File: src/rtl/ctrl_frm_pkg.sv
// Shared constants and state encodings for the RS-485 command frame receiver.
package ctrl_frm_pkg;

    localparam logic [7:0] HDR    = 8'hA5;
    localparam logic [7:0] CMD_WR = 8'h01;
    localparam logic [7:0] CMD_RD = 8'h02;

    typedef enum logic [2:0] {
        ST_IDLE,
        ST_CMD,
        ST_ADDR,
        ST_DATA,
        ST_CHK
    } frm_state_t;

    typedef enum logic [2:0] {
        RX_IDLE,
        RX_START,
        RX_DATA,
        RX_STOP,
        RX_WAIT_HIGH
    } rx_state_t;

    function automatic logic [7:0] frame_chk(input logic [7:0] cmd,
                                             input logic [7:0] addr,
                                             input logic [7:0] data);
        return cmd ^ addr ^ data;
    endfunction

endpackage

File: src/rtl/uart_rx_byte.sv
// 8N1 byte receiver: synchroniser, mid-bit sampling, glitch rejection and framing check.
// state_dbg exposes the bit-engine state so the owner can derive activity from it.
module uart_rx_byte
    import ctrl_frm_pkg::*;
#(
    parameter int CLK_DIV = 434
) (
    input  logic       clk_sys,
    input  logic       rst,
    input  logic       rxd,
    output logic       byte_vld,
    output logic [7:0] byte_dat,
    output logic       frm_err,
    output rx_state_t  state_dbg
);

    localparam int CW = $clog2(CLK_DIV);
    localparam logic [CW-1:0] HALF_M1 = CW'(CLK_DIV / 2 - 1);
    localparam logic [CW-1:0] FULL_M1 = CW'(CLK_DIV - 1);

    logic [1:0]    r_sync;
    logic          r_rxd_prev;
    rx_state_t     r_state;
    rx_state_t     w_next;
    logic [CW-1:0] r_cnt;
    logic [2:0]    r_bit;
    logic [7:0]    r_shift;
    logic          w_rxd;
    logic          w_tick;

    assign w_rxd     = r_sync[1];
    // The start bit is checked half a bit in; every later sample is one full bit apart.
    assign w_tick    = (r_state == RX_START) ? (r_cnt == HALF_M1) : (r_cnt == FULL_M1);
    assign byte_dat  = r_shift;
    assign state_dbg = r_state;

    always_ff @(posedge clk_sys or posedge rst) begin
        if (rst) begin
            r_sync     <= 2'b11;
            r_rxd_prev <= 1'b1;
            r_state    <= RX_IDLE;
            r_cnt      <= '0;
            r_bit      <= '0;
            r_shift    <= '0;
        end else begin
            r_sync     <= {r_sync[0], rxd};
            r_rxd_prev <= w_rxd;
            r_state    <= w_next;
            if (r_state == RX_IDLE || r_state == RX_WAIT_HIGH || w_tick) begin
                r_cnt <= '0;
            end else begin
                r_cnt <= r_cnt + CW'(1);
            end
            if (r_state == RX_START && w_tick) begin
                r_bit <= '0;
            end
            if (r_state == RX_DATA && w_tick) begin
                r_bit   <= r_bit + 3'd1;
                r_shift <= {w_rxd, r_shift[7:1]};
            end
        end
    end

    always_comb begin
        w_next   = r_state;
        byte_vld = 1'b0;
        frm_err  = 1'b0;
        case (r_state)
            RX_IDLE: begin
                if (r_rxd_prev && !w_rxd) begin
                    w_next = RX_START;
                end
            end
            RX_START: begin
                if (w_tick) begin
                    w_next = w_rxd ? RX_IDLE : RX_DATA;
                end
            end
            RX_DATA: begin
                if (w_tick && r_bit == 3'd7) begin
                    w_next = RX_STOP;
                end
            end
            RX_STOP: begin
                if (w_tick) begin
                    byte_vld = w_rxd;
                    frm_err  = !w_rxd;
                    w_next   = w_rxd ? RX_IDLE : RX_WAIT_HIGH;
                end
            end
            RX_WAIT_HIGH: begin
                // A held-low line must not be mistaken for the next start bit.
                if (w_rxd) begin
                    w_next = RX_IDLE;
                end
            end
            default: w_next = RX_IDLE;
        endcase
    end

endmodule

File: src/rtl/ctrl_rx_frame.sv
// RS-485 command receiver: assembles HDR/CMD/ADDR/DATA/CHK frames and issues one fx
// write or read strobe per valid frame, counting framing, checksum and timeout errors.
module ctrl_rx_frame
    import ctrl_frm_pkg::*;
#(
    parameter int CLK_DIV    = 434,
    parameter int TIMEOUT_US = 200,
    parameter int AW         = 8,
    parameter int DW         = 8
) (
    input  logic          clk_sys,
    input  logic          rst,
    input  logic          pluse_us,
    input  logic          rx_ctrl,
    output logic [AW-1:0] fx_waddr,
    output logic [DW-1:0] fx_data,
    output logic          fx_wr,
    output logic [AW-1:0] fx_raddr,
    output logic          fx_rd,
    output logic [7:0]    err_cnt,
    output logic          busy
);

    localparam int GW = $clog2(TIMEOUT_US + 1);
    localparam logic [GW-1:0] GAP_MAX = GW'(TIMEOUT_US);

    logic       w_byte_vld;
    logic [7:0] w_byte_dat;
    logic       w_frm_err;
    rx_state_t  w_rx_state;
    logic       w_rx_active;

    frm_state_t    r_state;
    frm_state_t    w_next;
    logic [7:0]    r_cmd;
    logic [7:0]    r_addr;
    logic [7:0]    r_data;
    logic [GW-1:0] r_gap;
    logic [7:0]    r_err_cnt;
    logic          r_fx_wr;
    logic          r_fx_rd;
    logic [AW-1:0] r_waddr;
    logic [DW-1:0] r_wdata;
    logic [AW-1:0] r_raddr;
    logic          w_wr_go;
    logic          w_rd_go;
    logic          w_chk_err;
    logic          w_timeout;
    logic          w_err_inc;

    uart_rx_byte #(
        .CLK_DIV (CLK_DIV)
    ) u_rx (
        .clk_sys   (clk_sys),
        .rst       (rst),
        .rxd       (rx_ctrl),
        .byte_vld  (w_byte_vld),
        .byte_dat  (w_byte_dat),
        .frm_err   (w_frm_err),
        .state_dbg (w_rx_state)
    );

    assign w_rx_active = (w_rx_state != RX_IDLE);
    assign w_err_inc   = w_frm_err | w_chk_err | w_timeout;

    assign fx_wr    = r_fx_wr;
    assign fx_rd    = r_fx_rd;
    assign fx_waddr = r_waddr;
    assign fx_data  = r_wdata;
    assign fx_raddr = r_raddr;
    assign err_cnt  = r_err_cnt;
    assign busy     = (r_state != ST_IDLE) || w_rx_active;

    // A completed byte takes priority over a timeout reached in the same cycle.
    always_comb begin
        w_next    = r_state;
        w_wr_go   = 1'b0;
        w_rd_go   = 1'b0;
        w_chk_err = 1'b0;
        w_timeout = 1'b0;
        if (w_frm_err) begin
            w_next = ST_IDLE;
        end else if (w_byte_vld) begin
            case (r_state)
                ST_IDLE: if (w_byte_dat == HDR) w_next = ST_CMD;
                ST_CMD:  w_next = ST_ADDR;
                ST_ADDR: w_next = ST_DATA;
                ST_DATA: w_next = ST_CHK;
                ST_CHK: begin
                    w_next = ST_IDLE;
                    if (w_byte_dat == frame_chk(r_cmd, r_addr, r_data)) begin
                        w_wr_go = (r_cmd == CMD_WR);
                        w_rd_go = (r_cmd == CMD_RD);
                    end else begin
                        w_chk_err = 1'b1;
                    end
                end
                default: w_next = ST_IDLE;
            endcase
        end else if (r_state != ST_IDLE && r_gap == GAP_MAX) begin
            w_timeout = 1'b1;
            w_next    = ST_IDLE;
        end
    end

    always_ff @(posedge clk_sys or posedge rst) begin
        if (rst) begin
            r_state   <= ST_IDLE;
            r_cmd     <= '0;
            r_addr    <= '0;
            r_data    <= '0;
            r_gap     <= '0;
            r_err_cnt <= '0;
            r_fx_wr   <= 1'b0;
            r_fx_rd   <= 1'b0;
            r_waddr   <= '0;
            r_wdata   <= '0;
            r_raddr   <= '0;
        end else begin
            r_state <= w_next;
            if (w_byte_vld) begin
                case (r_state)
                    ST_CMD:  r_cmd  <= w_byte_dat;
                    ST_ADDR: r_addr <= w_byte_dat;
                    ST_DATA: r_data <= w_byte_dat;
                    default: ;
                endcase
            end
            // The gap timer only runs between bytes of a frame, never while one is arriving.
            if (w_byte_vld || r_state == ST_IDLE) begin
                r_gap <= '0;
            end else if (pluse_us && !w_rx_active && r_gap != GAP_MAX) begin
                r_gap <= r_gap + GW'(1);
            end
            r_fx_wr <= w_wr_go;
            r_fx_rd <= w_rd_go;
            if (w_wr_go) begin
                r_waddr <= AW'(r_addr);
                r_wdata <= DW'(r_data);
            end
            if (w_rd_go) begin
                r_raddr <= AW'(r_addr);
            end
            if (w_err_inc && r_err_cnt != 8'hFF) begin
                r_err_cnt <= r_err_cnt + 8'd1;
            end
        end
    end

endmodule

File: config.mk
export PLATFORM = sky130hd
export DESIGN_NAME = ctrl_rx_frame
export DESIGN_NICKNAME = d
export VERILOG_FILES = /design/src/rtl/ctrl_frm_pkg.sv /design/src/rtl/uart_rx_byte.sv /design/src/rtl/ctrl_rx_frame.sv
export SDC_FILE = /design/constraint.sdc
export NUM_CORES = 1
export LEC_CHECK = 0
export ABC_AREA = 1
export CAP_MARGIN = 20
export CELL_PAD_IN_SITES_DETAIL_PLACEMENT = 1
export CELL_PAD_IN_SITES_GLOBAL_PLACEMENT = 2
export CORE_UTILIZATION = 32
export DETAILED_ROUTE_END_ITERATION = 10
export GPL_TIMING_DRIVEN = 1
export PLACE_DENSITY_LB_ADDON = 0.1
export RECOVER_POWER = 50
export SLEW_MARGIN = 20
export SYNTH_ARGS = -nofsm -noshare
export SYNTH_HDL_FRONTEND = slang
export SYNTH_SLANG_ARGS = --single-unit
File: constraint.sdc
create_clock -name clk_sys -period 3.45 [get_ports clk_sys]
set_clock_uncertainty 0.2 [all_clocks]
set_input_delay 0.8625 -clock clk_sys [delete_from_list [all_inputs] [get_ports clk_sys]]
set_output_delay 0.8625 -clock clk_sys [all_outputs]
set_load 0.02 [all_outputs]
# [Word level (Yosys, flattened, before mapping)]
# Index checks and enable logic that the tools add are counted.
[totals] rom_bits=0 register_bits=95 output_inout_bits=35 memories=0 input_bits=4 word_cells=113 latchBits=0 mem_bits_rw=0
[classes] muxes=38 addsub=4 n_reduce_logical=26 eq_ne=24 n_bitwise=4 div=0 n_lt_le_gt_ge=0 n_shift=0 n_mul=0
[op_table] operator="2-to-1 mux 3 bit" count=12
[op_table] operator="2-to-1 mux 1 bit" count=20
[op_table] operator="adder 8 x 1 -> 8 bit (second input constant)" count=2
[op_table] operator="equality test 8 bit (second input constant)" count=2
[op_table] operator="2-to-1 mux 8 bit" count=2
[op_table] operator="!= test 8 bit (second input constant)" count=2
[op_table] operator="XOR 8 bit" count=2
[op_table] operator="case mux 3 bit (5 select lines)" count=1
[op_table] operator="equality test 3 x 2 -> 1 bit (second input constant)" count=4
[op_table] operator="case mux 3 bit (4 select lines)" count=1
[op_table] operator="adder 9 x 1 -> 9 bit (second input constant)" count=1
[op_table] operator="equality test 3 bit (second input constant)" count=3
[op_table] operator="equality test 9 x 8 -> 1 bit (second input constant)" count=1
[op_table] operator="equality test 9 bit (second input constant)" count=1
[op_table] operator="2-to-1 mux 9 bit" count=1
[op_table] operator="nonzero test 3 bit" count=3
[op_table] operator="equality test 8 x 1 -> 1 bit (second input constant)" count=1
[op_table] operator="equality test 8 x 2 -> 1 bit (second input constant)" count=1
[op_table] operator="equality test 8 bit" count=1
[op_table] operator="logical AND 1 bit" count=8
[op_table] operator="AND reduction 2 bit" count=4
[op_table] operator="equality test 3 x 1 -> 1 bit (second input constant)" count=2
[op_table] operator="logical NOT 3 bit" count=2
[op_table] operator="!= test 2 x 1 -> 1 bit (second input constant)" count=3
[op_table] operator="other kinds (9)" count=16

# [Depth between registers and ports, before layout]
# Gate-level depths: netlist of run 1.
[logic_depth] word_depth=10 mapped_depth=14 mapped_depth_nobuf=14

# [Hierarchy]
# From an unflattened synthesis of run 1, not the netlist that was laid out.
[unflattened] cells_unflattened=600 area_unflattened_um2=4961.0
[by_module_without_submodules] module="ctrl_rx_frame" cells_per_inst=446 instances=1 area_per_inst_um2=3612.2
[by_module_without_submodules] module="uart_rx_byte" cells_per_inst=154 instances=1 area_per_inst_um2=1348.8

# [Least setup slack after synthesis of run 1]
# No wires, ideal clock.
[synth_path] kind="register to output" start="register r_state[2]" end="output port busy" slack_ps=1354 t_required_ps=2388 path_buffers=0 arrival_time_ps=1034 stages_incl_launch_ff=5 cell_sequence="dfrtp_1 nor2_1 inv_1 nor2_1 nand3_1"
[synth_between] elab_chain_cells=2
[synth_rtl] item="from (decl)" line="ctrl_rx_frame.sv:33" text="frm_state_t r_state;"
[synth_rtl] item="from (signal assigned)" line="ctrl_rx_frame.sv:120" text="r_state <= w_next;"
[synth_rtl] item="nonzero test 3 bit" line="ctrl_rx_frame.sv:72" text="assign busy = (r_state != ST_IDLE) || w_rx_active;"
[synth_rtl] item="logical OR 1 bit" line="ctrl_rx_frame.sv:72"
[synth_rtl] item="to (decl)" line="ctrl_rx_frame.sv:21" text="output logic busy"
# No other way between the ends.

# [Worst setup path after layout of run 1]
# Ends and elaborated chain as after synthesis.

==> impl_metrics.json, run 1 <==
{
  "detail_route.iter0.violations": 141,
  "cp_slowest_stage_delay_ns": 0.55,
  "whs_ns": 0.1619,
  "die-area_um2": 14940,
  "synth_area_um2": 4627,
  "critical_path_class": "reg -> out",
  "cts_root_buffer": "clkbuf_16",
  "ys_ff_latch": 95,
  "initial_core_util_pct": 33.08,
  "antenna_found_initial": 0,
  "viasPerCell": 4.726,
  "vias": 3677,
  "report.final.slew_viol_count": 0,
  "drive_gt1_share_pct": 9.197,
  "wl_per_cell_um": 13.46,
  "ys_warn_count": 0,
  "seq_area_um2": 2381,
  "hold_buffers": 0,
  "cts_made_buffers": 9,
  "outcome": "finished clean",
  "dr.pass1.iters": 4,
  "synth_top_area_share_pct": 49.76,
  "required_ns": 2.39,
  "pre_cts_ws_ns": 0.7961,
  "post_cts_resized": 0,
  "yosysMostFrequentCell": "nand2_1",
  "synth_cells": 550,
  "multi_input_area_um2": 1894,
  "htree_levels": 3,
  "first_global_vias": 3870,
  "diodes": 0,
  "grt-ovfl-total": 0,
  "startpoint_type": "register",
  "routabilityCongestion": 0.8422,
  "worst_ep_arrival_time_ns": 1.96,
  "critPathMaxFanout": 4,
  "cts_setup_buffers": 0,
  "synth_common_cells": "175 x nand2_1, 92 x dfrtp_1, 55 x inv_1, 42 x o21ai_1",
  "synthTopCellsByArea": "dfrtp_1 50%, nand2_1 14%, o21ai_1 4.5%",
  "nets": 603,
  "peakVddDrop_uv": 231.0,
  "crit_path_frequent_cell": "nor2_1",
  "p_leak_nw": 2.535,
  "drc": 0,
  "setup_tns_ns": 0,
  "clock_latency_ns": 0.35,
  "ant_nets": 0,
  "rsz0062_at_grt": "false",
  "ys_seq_area_share_pct": 51.46,
  "period_share_pct": 87.65,
  "port_buffers": 38,
  "cts.sinks": 95,
  "area_delta_synth_final_pct": 17.98,
  "core_region_area_um2": 13990,
  "synth_cell_type_count": 32,
  "cp_slowest_cell": "clkdlybuf4s50_1",
  "clkTransAtPathRegs_ns": 0.06,
  "period_needed_ns": 3.024,
  "synth_edf_count": 0,
  "hold_path.class": "reg -> reg",
  "io_pins": 39,
  "cts_tree": "yes",
  "grt_max_degree": 78,
  "synth_fp_nets": 560,
  "fp.dieH_um": 122.2,
  "yosys.area.top_type": "dfrtp_1",
  "cap_viol_max_count": 0,
  "worstMarginPinSlew_ns": 1.128,
  "synth_flop_cell": "dfrtp_1",
  "fillers": 1670,
  "dpl.hpwl_um": 7545,
  "worst_slack_ns": 0.4262,
  "die_w_um": 122.2,
  "wl_um": 10470,
  "grt_usage_pct": 16.11,
  "slew-limit-headroom_pct": 24.02,
  "cp-end-kind": "output port",
  "async_flop_share_pct": 100.0,
  "fp-row-count": 43,
  "crit_chain": "nor2_1 -> inv_1 -> nor2_1 -> nand3_1 -> clkdlybuf4s50_1",
  "syn_avg_cell_area_um2": 8.413,
  "cts.path.max_buffers": 2,
  "finalHoldViolCount": 0,
  "power.density_nw_per_um2": 452.0,
  "max_freq_mhz": 330.7,
  "grt_pass1_wl_um": 18720,
  "finalSetupViolCount": 0
}
## through the flow
stage	power (mW)	cells	area, um2	util, %
3_5_place_dp	1.463	762	5181	37.04
2_1_floorplan	1.380	550	4631	-
4_1_cts	2.526	778	5492	39.26
5_1_grt	2.598	778	5459	39.03
6_report	2.468	778	5459	39.03
3_3_place_gp	1.459	762	5181	37.04
## logic make-up after synthesis
kind of cell	share of synthesized area, %
adders and majority gates	1.622
AOI/OAI and AO/OA	9.600
DFF	51.46
buffers and inverters	7.220
and+or+nand+nor	27.07
xor gates and xnor gates	3.029
## power breakdown
| part | total [mW] | internal, mW | switching (mW) |
|---|---|---|---|
| Sequential | 1.19 | 1.15 | 0.0383 |
| Combinational | 0.245 | 0.0772 | 0.168 |
| Clock | 1.04 | 0.619 | 0.417 |
## layout make-up
cell class,instances,share of cell area (%)
Sequential cell,95,43.62
Multi-Input combinational cell,380,34.70
Timing Repair Buffer,40,7.243
Clock buffer,13,4.951
Inverter,67,4.630
Tap cell,180,4.126
Clock inverter,3,0.7334
## worst max-delay path, delay by kind of cell (launching register included)
family | cells | cell delay (ns)
buf+inv | 2 | 0.64
flops | 1 | 0.41
simple gates | 3 | 0.57
## per-layer routing
| metal | part of all wire, % | track usage, % | up-vias |
|---|---|---|---|
| met5 | 0 | 0 | - |
| met4 | 2.0 | 7.317 | 0 |
| met3 | 2.3 | 2.416 | 12 |
| met2 | 46 | 25.74 | 43 |
| met1 | 50 | 21.50 | 1763 |
| li1 | - | - | 1859 |
## worst paths after layout
| kind | start | endpoint | slack (ns) | depth (start not counted) |
|---|---|---|---|---|
| max | r_state[2] | busy | 0.43 | 5 |
| min reg2reg | u_rx.r_sync[0] | u_rx.r_sync[1] | 0.16 | 0 |
| max reg2reg | u_rx.state_dbg[2] | r_data[6] | 1.00 | 10 |
| min | u_rx.r_sync[0] | u_rx.r_sync[1] | 0.16 | 0 |
| max in group asynchronous | rst | fx_raddr[0] | 0.60 | 3 |
| min in group asynchronous | rst | u_rx.r_cnt[0] | 0.89 | 2 |
## cells in the final DEF (no fill, tap or decap), types with 2 or more instances in the layout
cell | synthesis | final
clkbuf_8 | 0 | 3
dfstp_2 | 3 | 2
nor2_1 | 34 | 34
or2_0 | 2 | 2
xnor2_1 | 6 | 6
a21oi_1 | 11 | 11
nor4_1 | 4 | 4
inv_2 | 12 | 10
o21ai_2 | 14 | 14
nor3_1 | 7 | 7
clkdlybuf4s50_1 | 0 | 35
nand4_1 | 7 | 7
nand3_4 | 3 | 2
nor3b_1 | 4 | 4
o21a_1 | 2 | 2
nand3_1 | 34 | 35
dfrtp_1 | 92 | 92
nand2_2 | 5 | 3
o21ai_1 | 42 | 38
o21ai_0 | 4 | 8
nor2_2 | 3 | 3
inv_1 | 55 | 56
nand2_1 | 175 | 177
dlygate4sd3_1 | 0 | 3
clkbuf_16 | 0 | 9
xor2_1 | 10 | 10
clkinv_2 | 0 | 2
ha_1 | 6 | 6
## state kept, by name (all words and copies together), names as in the netlist, 2 cells and up
signal and cells:
r_state 3, u_rx.r_bit 3, r_cmd 8, u_rx.state_dbg 3
fx_data 8, fx_raddr 8, r_gap 8, err_cnt 8
fx_waddr 8, r_addr 8, u_rx.byte_dat 8, u_rx.r_sync 2
u_rx.r_cnt 9, r_data 8
No activity file was read; power rests on OpenSTA's default activity.
==> run 2, diff against run 1 <==
--- a/config.mk
+++ b/config.mk
@@ -7,14 +7,13 @@
 export LEC_CHECK = 0
 export ABC_AREA = 1
 export CAP_MARGIN = 20
-export CELL_PAD_IN_SITES_DETAIL_PLACEMENT = 1
-export CELL_PAD_IN_SITES_GLOBAL_PLACEMENT = 2
-export CORE_UTILIZATION = 32
+export CORE_UTILIZATION = 52
 export DETAILED_ROUTE_END_ITERATION = 10
 export GPL_TIMING_DRIVEN = 1
-export PLACE_DENSITY_LB_ADDON = 0.1
+export PLACE_DENSITY = 0.76
 export RECOVER_POWER = 50
 export SLEW_MARGIN = 20
 export SYNTH_ARGS = -nofsm -noshare
 export SYNTH_HDL_FRONTEND = slang
 export SYNTH_SLANG_ARGS = --single-unit
+export TNS_END_PERCENT = 1
==> run 2 against run 1 <==
  * Die area shrank 38%
  * Setup slack got worse by 0.056 ns
  * Design area down 3.6%
  * Via count is 2.0% lower
  * Worst hold slack better by 0.0081 ns
  * Non-clock buffer count stayed put
  * Core utilization grew 22 points
  * Sequential share of layout area increased by 1.6 points
  * Clock power decreased by 27%
  * Register-to-register slack got worse by 0.11 ns
  * Fmax decreased by 1.8%
  * Critical path type unchanged
  * Largest cell class unchanged
  * Largest power group unchanged
  * Highest routed layer unchanged
==> impl_metrics.json, run 2 (same netlist as run 1, synthesis figures left out) <==
{
  "outcome": "finished clean",
  "nets": 603,
  "clkTransAtPathRegs_ns": 0.09,
  "cp_slowest_stage_delay_ns": 0.56,
  "cap_viol_max_count": 0,
  "rr_endpoint": "r_data[5]",
  "finalHoldViolCount": 0,
  "hold_path.class": "reg -> reg",
  "grt_max_degree": 96,
  "max_freq_mhz": 324.7,
  "finalSetupViolCount": 0,
  "cts.path.max_buffers": 2,
  "cts_made_buffers": 9,
  "worstMarginPinSlew_ns": 1.242,
  "r2r_slack_ns": 0.89,
  "fp.dieH_um": 96.33,
  "drc": 0,
  "critPathMaxFanout": 4,
  "die_w_um": 96.33,
  "path_delay_family": "buffers and inverters",
  "cts_root_buffer": "clkbuf_8",
  "cp-end-kind": "output port",
  "period_share_pct": 89.27,
  "ant_nets": 0,
  "setup_tns_ns": 0,
  "final_common_cell": "nand2_1",
  "area_delta_synth_final_pct": 13.68,
  "period_needed_ns": 3.080,
  "cts.sinks": 95,
  "hold_buffers": 0,
  "slew-limit-headroom_pct": 17.20,
  "detail_route.iter0.violations": 216,
  "power.density_nw_per_um2": 413.7,
  "mostFrequentLayoutCells": "178 x nand2_1, 92 x dfrtp_1, 56 x inv_1",
  "top_register": "u_rx.r_cnt",
  "hp-start": "u_rx.r_sync[0]",
  "worst_ep_arrival_time_ns": 2.02,
  "clock_latency_ns": 0.36,
  "vias": 3605,
  "wl_per_cell_um": 12.03,
  "pre_cts_ws_ns": 0.7797,
  "io_pins": 39,
  "peakVddDrop_uv": 301.8,
  "grt-ovfl-total": 0,
  "rsz0062_at_grt": "false",
  "r2r_cells": 10,
  "required_ns": 2.39,
  "fp-row-count": 34,
  "multi_input_area_um2": 1889,
  "routabilityCongestion": 0.7815,
  "antenna_found_initial": 0,
  "reg2reg_from": "u_rx.state_dbg[2]",
  "crit_buf_inv": 2,
  "first_global_vias": 3403,
  "grt_pass1_wl_um": 14860,
  "p_leak_nw": 2.479,
  "report.final.slew_viol_count": 0,
  "die-area_um2": 9279,
  "crit_path_frequent_cell": "nor2_1",
  "largest_register_ffs": 9,
  "seq_area_um2": 2381,
  "cp_slowest_cell": "clkdlybuf4s50_1",
  "core_region_area_um2": 8678,
  "drive_gt1_share_pct": 8.863,
  "htree_levels": 3,
  "holdPathStages": 0,
  "initial_core_util_pct": 53.32,
  "viasPerCell": 5.106,
  "cts_setup_buffers": 0,
  "worst_slack_ns": 0.3701,
  "fillers": 771,
  "dr.pass1.iters": 4,
  "crit_chain": "nor2_1 -> inv_1 -> nor2_1 -> nand3_1 -> clkdlybuf4s50_1",
  "wl_um": 8494,
  "startpoint_type": "register",
  "diodes": 0,
  "cts_tree": "yes",
  "post_cts_resized": 0,
  "hold_end": "u_rx.r_sync[1]",
  "dpl.hpwl_um": 6003,
  "port_buffers": 38,
  "critical_path_class": "reg -> out",
  "grt_usage_pct": 20.78
}
==> run 2: changes by cell type in the layout (fill, tap and decap cells not counted), moves of 2 or more <==
cell / previous run / this run
o21ai_0: 8 / 5
inv_6: 0 / 2
clkinvlp_4: 0 / 2
clkbuf_8: 3 / 9
o21ai_1: 38 / 41
clkbuf_16: 9 / 0
==> run 2: stage by stage <==
| stage | utilization, % | cells | hold slack, ns | total power [mW] | cell area (um2) |
|---|---|---|---|---|---|
| 2_1_floorplan | - | 550 | 0.1452 | 1.380 | 4631 |
| 3_3_place_gp | 58.66 | 690 | 0.1475 | 1.443 | 5091 |
| 3_5_place_dp | 58.66 | 690 | 0.1488 | 1.453 | 5091 |
| 4_1_cts | 61.02 | 706 | 0.1656 | 2.213 | 5295 |
| 5_1_grt | 60.61 | 706 | 0.1751 | 2.291 | 5260 |
| 6_report | 60.61 | 706 | 0.1699 | 2.176 | 5260 |
==> run 2: cell type report <==
class,count,area share (%)
clock buffers,9,2.355
clock inverters,7,1.522
inverters,67,4.853
multi-input cells,380,35.92
flip-flops and latches,95,45.27
well taps,108,2.569
repair buffers,40,7.517
==> run 2: where the power goes <==
part,internal [mW],total (mW),switching (mW),leakage [nW]
Combinational,0.0762,0.242,0.166,1.07
Clock,0.345,0.754,0.409,0.102
Sequential,1.15,1.18,0.0329,1.31
Total,1.57,2.18,0.607,2.48
==> run 2: metal layers <==
metal | up-vias | share of wire, % | GRT usage [%]
met3 | 12 | 2.9 | 3.318
li1 | 1852 | - | -
met1 | 1680 | 48 | 26.20
met2 | 61 | 48 | 35.52
met5 | - | 0 | 0
met4 | 0 | 1.5 | 8.578
==> run 2: worst max path at each step <==
stage | from | endpoint | depth (start not counted)
2_1_floorplan | rst | err_cnt[0] | 1
3_3_place_gp | r_state[2] | busy | 5
3_5_place_dp | r_state[2] | busy | 5
4_1_cts | r_state[2] | busy | 5
5_1_grt | r_state[2] | busy | 5
6_report | r_state[2] | busy | 5
==> run 2: worst reg2reg max path, stage by stage (launching register included) <==
cell and delay (ns):
dfrtp_1 0.40, clkinv_1 0.06, nand2_1 0.10, nor2_1 0.19
nand2_1 0.09, nand2_1 0.14, nand4_4 0.15, inv_1 0.22
nand3_1 0.56, nand2_1 0.23, o21ai_1 0.09
==> run 3, diff against run 2 <==
==> constraint.sdc (replaced) <==
create_clock -name clk_sys -period 3.45 [get_ports clk_sys]
set_clock_uncertainty 0.2 [all_clocks]
set_input_delay 0.69 -clock clk_sys [delete_from_list [all_inputs] [get_ports clk_sys]]
set_output_delay 0.69 -clock clk_sys [all_outputs]
set_load 0.02 [all_outputs]
==> run 3 against run 2 <==
  * The run now ends with capacitance limit, slew limit left
  * Routed wire length rose by 1.0%
  * Clock-buffer cell count rose by 3
  * First-iteration DRC count fell by 33%
  * Power rose by 0.18%
  * Largest power group unchanged
  * Fmax rose by 11%
  * Global-route usage fell by 0.28 points
  * Via count fell by 0.22%
  * Critical endpoint unchanged
  * Non-clock buffer count rose by 2
==> impl_metrics.json, run 3 (same netlist as run 1, synthesis figures left out) <==
{
  "rsz0062_at_grt": "false",
  "cts_made_buffers": 9,
  "worst_slack_ns": 0.6681,
  "report.final.slew_viol_count": 40,
  "hold_path.class": "reg -> reg",
  "crit_chain": "nor2_1 -> inv_1 -> nor2_1 -> nand3_1 -> clkdlybuf4s50_1",
  "drive_gt1_share_pct": 8.667,
  "grt_usage_pct": 20.50,
  "outcome": "finished, violations left",
  "area_delta_synth_final_pct": 13.06,
  "mostFrequentLayoutCells": "177 x nand2_1, 92 x dfrtp_1, 57 x inv_1",
  "io_pins": 39,
  "wl_per_cell_um": 12.12,
  "cts_setup_buffers": 0,
  "first_global_vias": 3328,
  "holdPathStages": 0,
  "hold_buffers": 0,
  "reg2reg_from": "u_rx.state_dbg[2]",
  "grt_max_degree": 40,
  "r2r_cells": 10,
  "antenna_found_initial": 0,
  "pre_cts_ws_ns": 0.9378,
  "final_common_cell": "nand2_1",
  "worst_ep_arrival_time_ns": 1.89,
  "p_leak_nw": 2.494,
  "clkTransAtPathRegs_ns": 0.08,
  "worstMarginPinSlew_ns": 1.798,
  "cp_slowest_stage_delay_ns": 0.56,
  "finalHoldViolCount": 0,
  "viasPerCell": 5.081,
  "die-area_um2": 9279,
  "nets": 605,
  "hold_end": "u_rx.r_sync[1]",
  "power.density_nw_per_um2": 416.8,
  "slew-limit-headroom_pct": -20.55,
  "ant_nets": 0,
  "clock_latency_ns": 0.36,
  "critPathMaxFanout": 4,
  "violations": "capacitance limit, slew limit",
  "dr.pass1.iters": 4,
  "detail_route.iter0.violations": 145,
  "cts.path.max_buffers": 2,
  "largest_register_ffs": 9,
  "cts_tree": "yes",
  "max_freq_mhz": 359.5,
  "crit_path_frequent_cell": "nor2_1",
  "peakVddDrop_uv": 383.5,
  "die_w_um": 96.33,
  "fp-row-count": 34,
  "finalSetupViolCount": 0,
  "rr_endpoint": "r_data[0]",
  "vias": 3597,
  "startpoint_type": "register",
  "diodes": 0,
  "post_cts_resized": 0,
  "r2r_slack_ns": 0.92,
  "htree_levels": 3,
  "cap_viol_max_count": 1,
  "wl_um": 8583,
  "critical_path_class": "reg -> out",
  "dpl.hpwl_um": 6234,
  "cp_slowest_cell": "clkdlybuf4s50_1",
  "port_buffers": 38,
  "fp.dieH_um": 96.33,
  "cp-end-kind": "output port",
  "initial_core_util_pct": 53.32,
  "routabilityCongestion": 0.9075,
  "drc": 0,
  "period_share_pct": 80.64,
  "core_region_area_um2": 8678,
  "required_ns": 2.56,
  "cts.sinks": 95,
  "cts_root_buffer": "clkbuf_8",
  "grt_pass1_wl_um": 14570,
  "period_needed_ns": 2.782,
  "grt-ovfl-total": 0,
  "setup_tns_ns": 0,
  "hp-start": "u_rx.r_sync[0]",
  "top_register": "u_rx.r_cnt"
}
==> run 3: per-stage QoR <==
step | cell area (um2) | power [mW] | util [%] | hold WS [ns] | instances
after global placement | 5091 | 1.442 | 58.66 | 0.1465 | 692
after detailed placement | 5091 | 1.451 | 58.66 | 0.1493 | 692
after CTS | 5299 | 2.214 | 61.06 | 0.1702 | 708
final | 5231 | 2.180 | 60.28 | 0.1719 | 708
after global routing | 5231 | 2.289 | 60.28 | 0.1788 | 708
after floorplan | 4627 | 1.380 | - | 0.1452 | 550
==> run 3: worst max path at each step <==
stage	end	cells past startpoint	slack, ns	start
3_5_place_dp	busy	5	0.94	r_state[2]
4_1_cts	busy	5	0.55	r_state[2]
6_report	busy	5	0.67	r_state[2]
2_1_floorplan	err_cnt[0]	1	0.09	rst
3_3_place_gp	busy	5	0.99	r_state[2]
5_1_grt	r_addr[3]	3	0.50	rst
==> run 3: layout make-up <==
class	count	area (um2)
sequential	95	2381
clock inverter	4	52.55
clock buffer	12	155.1
inverter	67	252.7
multi-input combinational	380	1852
fill	813	3447
tap	108	135.1
timing repair buffer	42	402.9
==> run 3: where the power goes <==
group	switching [mW]	leakage [nW]	internal (mW)
combinational	0.162	1.08	0.0768
clock	0.383	0.107	0.378
sequential	0.0326	1.31	1.15
total	0.578	2.49	1.60
==> run 3: routing by layer <==
layer  wire length [um]  track usage, %  up-vias
li1                   -               -     1859
met1               4117           26.62     1670
met2               4035           34.69       58
met3                293           2.844       10
met4                136           8.088        0
met5                  0               0        -
==> run 3: worst max-delay path: cells and delay by family (launching register included) <==
| family | cells | cell delay, ns |
|---|---|---|
| DFF | 1 | 0.41 |
| buffers and inverters | 2 | 0.63 |
| and+or+nand+nor | 3 | 0.49 |
